[config.mk]
export PLATFORM = sky130hd
export DESIGN_NAME = bcd_counter
export DESIGN_NICKNAME = d
export VERILOG_FILES = /design/src/rtl/bcd_counter_pkg.sv /design/src/rtl/bcd_counter.sv
export SDC_FILE = /design/constraint.sdc
export NUM_CORES = 1
export LEC_CHECK = 0
export CORE_AREA = 2 2 39 41
export CTS_CLUSTER_SIZE = 30
export DETAILED_ROUTE_END_ITERATION = 12
export DIE_AREA = 0 0 41 43
export PLACE_DENSITY = 0.4
export SLEW_MARGIN = 10
export SYNTH_ARGS = -nofsm -noshare
export SYNTH_HDL_FRONTEND = slang
export SYNTH_SLANG_ARGS = --single-unit
[constraint.sdc]
create_clock -name CLK -period 3.4 [get_ports CLK]
set_input_delay 0.68 -clock CLK [delete_from_list [all_inputs] [get_ports CLK]]
set_output_delay 0.68 -clock CLK [all_outputs]
set_load 0.005 [all_outputs]
[src/rtl/bcd_counter_pkg.sv]
// Shared definitions for the single-digit BCD counter cell and its benches.
//   digit_t  : one BCD digit (4 bits, legal range 0..9)
//   BCD_MAX  : last legal digit; the counter wraps to BCD_ZERO after it
//   BCD_ZERO : digit value after Clear and after a wrap
package bcd_counter_pkg;

  typedef logic [3:0] digit_t;

  localparam digit_t BCD_MAX  = 4'd9;
  localparam digit_t BCD_ZERO = 4'd0;

endpackage

[src/rtl/bcd_counter.sv]
// Single BCD digit counter cell, cascadable as a ripple counter.
//   CLK   : in  - sole clock, rising edge
//   count : out - registered BCD digit 0..9
//   Clear : in  - synchronous active-high clear, priority over counting
//   carry : out - registered one-period pulse on the 9->0 wrap; its rising
//                 edge coincides with count becoming 0 so it can clock the
//                 next higher digit directly
// Port order is fixed so cascades can instantiate by position.
module bcd_counter
  import bcd_counter_pkg::*;
(
  input  logic   CLK,
  output digit_t count,
  input  logic   Clear,
  output logic   carry
);

  digit_t count_q, count_d;
  logic   carry_q, carry_d;

  // Digits 10..15 can only appear through corruption; they fall back to zero
  // without signalling a carry so a downstream digit is not disturbed.
  function automatic digit_t next_digit(input digit_t cur);
    if (cur < BCD_MAX) return digit_t'(cur + 4'd1);
    return BCD_ZERO;
  endfunction

  always_comb begin
    count_d = next_digit(count_q);
    carry_d = (count_q == BCD_MAX);
  end

  // ---- register stage: count and carry updated together ----
  always_ff @(posedge CLK) begin
    if (Clear) begin
      count_q <= BCD_ZERO;
      carry_q <= 1'b0;
    end else begin
      count_q <= count_d;
      carry_q <= carry_d;
    end
  end

  assign count = count_q;
  assign carry = carry_q;

endmodule

; ---- Word-level counts from Yosys, hierarchy flattened
; Index checks and enable logic that the tools add are counted.
[word_totals]
regBits = 5
inputBits = 2
word_cells = 9
out_inout_bits = 5
[op_classes]
addsub = 1
reduce_logical = 1
muxes = 2
eq_ne = 1
bitwise_logic = 1
n_lt_le_gt_ge = 1
[ops]
columns = operator, n
row1 = "adder 4 x 1 -> 4 bit, second input constant", 1
row2 = "== test 4 bit, second input constant", 1
row3 = "< comparator 4 bit, second input constant", 1
row4 = 2-to-1 mux 4 bit, 1
row5 = OR reduction 2 bit, 1
row6 = 2-to-1 mux 1 bit, 1
row7 = inverter 1 bit, 1

; ---- Logic depth before layout (Yosys ltp)
[logic_depth]
depth_word = 4
ltp_mapped = 5
depth_no_buf = 5

; ---- Worst setup path after synthesis
; Ideal clock, no wire load.
[synth_timing]
path_type = register to register
start = reg count_q[1], in the netlist count[1]
end = reg count_q[3], in the netlist count[3]
path_buffers = 0
path_slack_ps = 2291
setup_time_ps = 70
path_stages_with_launch = 4
arrival_time_ps = 1040
required_time_ps = 3330
period_less_slack_ps = 1109
path_cell_list = dfxtp_1 > inv_1 > or4_1 > a21oi_1
[synth_between]
elab_chain_cells = 4
word_cells_on_any_way = 6
[synth_lines]
columns = item, line
row1 = start: declaration, bcd_counter.sv:18  ; digit_t count_q, count_d;
row2 = start signal: assignment, bcd_counter.sv:39  ; count_q <= count_d;
row3 = < comparator 4 bit, bcd_counter.sv:24  ; if (cur < BCD_MAX) return digit_t'(cur + 4'd1);
row4 = 2-to-1 mux 1 bit, bcd_counter.sv:24
row5 = inverter 1 bit (no line), n/a
row6 = OR reduction 2 bit (no line), n/a
; Parallel ways exist; a longest one is shown, timed or not. The select of a mux whose other input is x is not followed.
; A chain may end at the register's enable or synchronous reset.

; ---- Worst setup path in the final report
[layout_timing]
start = reg count_q[3], in the netlist count[3]
end = out count[3]
[layout_rtl]
columns = item, line
row1 = end: declaration, bcd_counter.sv:13  ; output digit_t count,
; No word-level cell between the ends.

==> impl_metrics.tcl <==
set metrics [dict create \
    skew_ns 0.004519 \
    cts_sinks 5 \
    rsz0062_at_grt "no" \
    power_frac_clock 0.450 \
    cp-start-kind "flop" \
    num-nets-final 39 \
    antennaDiodeCount 0 \
    setup_viol 0 \
    muxShareOfSynthArea 0 \
    syn_area_per_cell_sq_um 9.846 \
    place_inst 45 \
    root_buffer "clkbuf_4" \
    route.detailed.drc 0 \
    fmax_mhz 528.4 \
    fp.dieW_um 41 \
    routed_wl_um 468 \
    switchingPower_uw 35.66 \
    cts_buffers 3 \
    cp_top_family "buffers and inverters" \
    firstDrtPassIters 2 \
    grt-ovfl-total 0 \
    ys_seq_elements 5 \
    worstHoldStart "count[3]" \
    core_sq_um 1384 \
    startpoint "count[3]" \
    grt_max_degree 8 \
    io_pins 7 \
    seq_power_share 0.424 \
    std_cell_rows 14 \
    numPortBuffers 6 \
    grt_pass1_wl_um 745 \
    synth-compound-area-share 0.07182 \
    powerDensity_nw_per_um2 460.2 \
    post-cts-setup-buffers 0 \
    hold-worst-slack_ns 0.5666 \
    combPwrFrac 0.126 \
    tns_ns 0 \
    finalNonFillerCells 49 \
    vias_per_cell 4.000 \
    finalPower_uw 153.2 \
    crit_slowest_cell "clkdlybuf4s50_1" \
    cpPeakStageDelay_ns 0.54 \
    dp_hpwl_um 365.6 \
    period_needed_ns 1.893 \
    drtIter0Drc 1 \
    final_area_sq_um 332.8 \
    cp.required_ns 2.72 \
    synthAdderAreaFrac 0.1657 \
    use_met2 0.08438 \
    synth_area_sq_um 226.5 \
    status "finished clean" \
    worst-path-buf-inv 1 \
    yosysWarnings 0 \
    min_path_type "reg2reg" \
    syn_nets 28 \
    arrival_ns 1.21 \
    area_growth_pct 46.96 \
    postCtsHoldBufs 0 \
    ys_seq_area_frac 0.4420 \
    place.gp.congestion 0.5806 \
    path_cells "clkdlybuf4s50_1" \
    die_area_sq_um 1763 \
    yosysUniqueCellTypes 13 \
    htree_levels 1 \
    cts_buffer_depth 2 \
    place_ws_ns 1.762 \
    clkSlewWorstSetupHoldPaths_ns 0.05 \
    peakVddDrop_uv 103.6 \
    busiest_layer "met2" \
    vias 196 \
    syn_inst 23 \
    cts_tree "built" \
    drive_gt1_frac 0.1515 \
    switching_share 0.2328 \
    synth_xor_area_frac 0 \
    first_global_vias 201 \
    ant_nets 0 \
    synth_simple_gate_area_frac 0.2707 \
    worst-setup-path-type "reg2out" \
    setup_ws_ns 1.507 \
    met1_usage 0.07395 \
    hold_violations 0 \
    drv_cap 0 \
    cts_resized 0 \
    placed_cell_area_sq_um 306.5 \
    synth_top_family_by_area "simple AND/OR/NAND/NOR gates" \
    grtUsageMet3 0.03141 \
    p_leak_nw 0.1302 \
    r2r_start "count[0]" \
    initial_core_util 0.1637 \
    wl_per_cell_um 9.551 \
    critPathCaptureType "output port" \
    fillers 159 \
    die_y_um 43 \
    slew_viol_final 0 \
    worst-path-max-fanout 7 \
    relSlewSlack 0.8554 \
    grt_use_total 0.06827 \
    finalCritPeriodShare 0.5567 \
    clock_latency_ns 0.24 \
    tightest_slew_ns 0.2166 \
    final_util 0.2405 \
    antenna_found_initial 0 \
    internal-power_uw 117.5 \
]
cell type report:
cell class	count	area (sq um)	share of cell area
Inverter	3	11.26	0.03383
Multi-Input combinational cell	15	115.1	0.3459
Timing Repair Buffer	6	60.06	0.1805
Clock buffer	4	26.28	0.07895
Tap cell	16	20.02	0.06015
Sequential cell	5	100.1	0.3008
metal layers:
metal  wire length [um]  share of wire
met1                213           0.46
met2                187           0.40
met3                 47           0.10
met4                 20          0.043
met5                  0              0
power by group through the flow:
stage / Clock, mW / Combinational, mW / Sequential, mW
finish: 0.0689 / 0.0193 / 0.0650
global route: 0.0776 / 0.0216 / 0.0652
CTS: 0.0712 / 0.0195 / 0.0650
detailed placement: 0 / 0.0193 / 0.0660
global placement: 0 / 0.0197 / 0.0657
floorplan: 0 / 0.00931 / 0.0657
synthesized netlist by cell type:
master,count,area [sq um]
nand2b_1,2,12.51
nor2_1,1,3.750
and4bb_2,1,12.51
a21oi_1,2,10.01
inv_1,2,7.510
or4_1,1,7.510
inv_2,1,3.750
and2_1,2,12.51
ha_1,3,37.54
dfxtp_1,5,100.1
nand3_1,1,5.000
a31oi_1,1,6.260
nor3b_1,1,7.510
logic make-up (layout without fill, tap and decap cells):
family / after synthesis / count (layout)
and+or+nand+nor: 9 / 9
AOI/OAI and AO/OA: 3 / 3
adders and majority gates: 3 / 3
buffers and inverters: 3 / 13
DFF: 5 / 5
flip-flops by register name, indices dropped and copies added (netlist names):
| register | flops |
|---|---|
| carry | 1 |
| count | 4 |
path summary, 6_finish.rpt:
check        slack [ns]  endpoint  cells past startpoint
max                1.51  count[3]                      1
min                0.57  count[3]                      2
max reg2reg        2.23  count[2]                      5
min reg2reg        0.57  count[3]                      2
placed cells by master, fill, tap and decap left out:
cell	instances
a21oi_1	2
a31oi_1	1
and2_1	2
and4bb_2	1
clkbuf_1	1
clkbuf_4	3
clkdlybuf4s50_1	6
dfxtp_1	5
ha_1	3
inv_1	2
inv_2	1
nand2b_1	2
nand3_1	1
nor2_1	1
nor3b_1	1
or4_1	1
No activity file was read; power rests on OpenSTA's default activity.
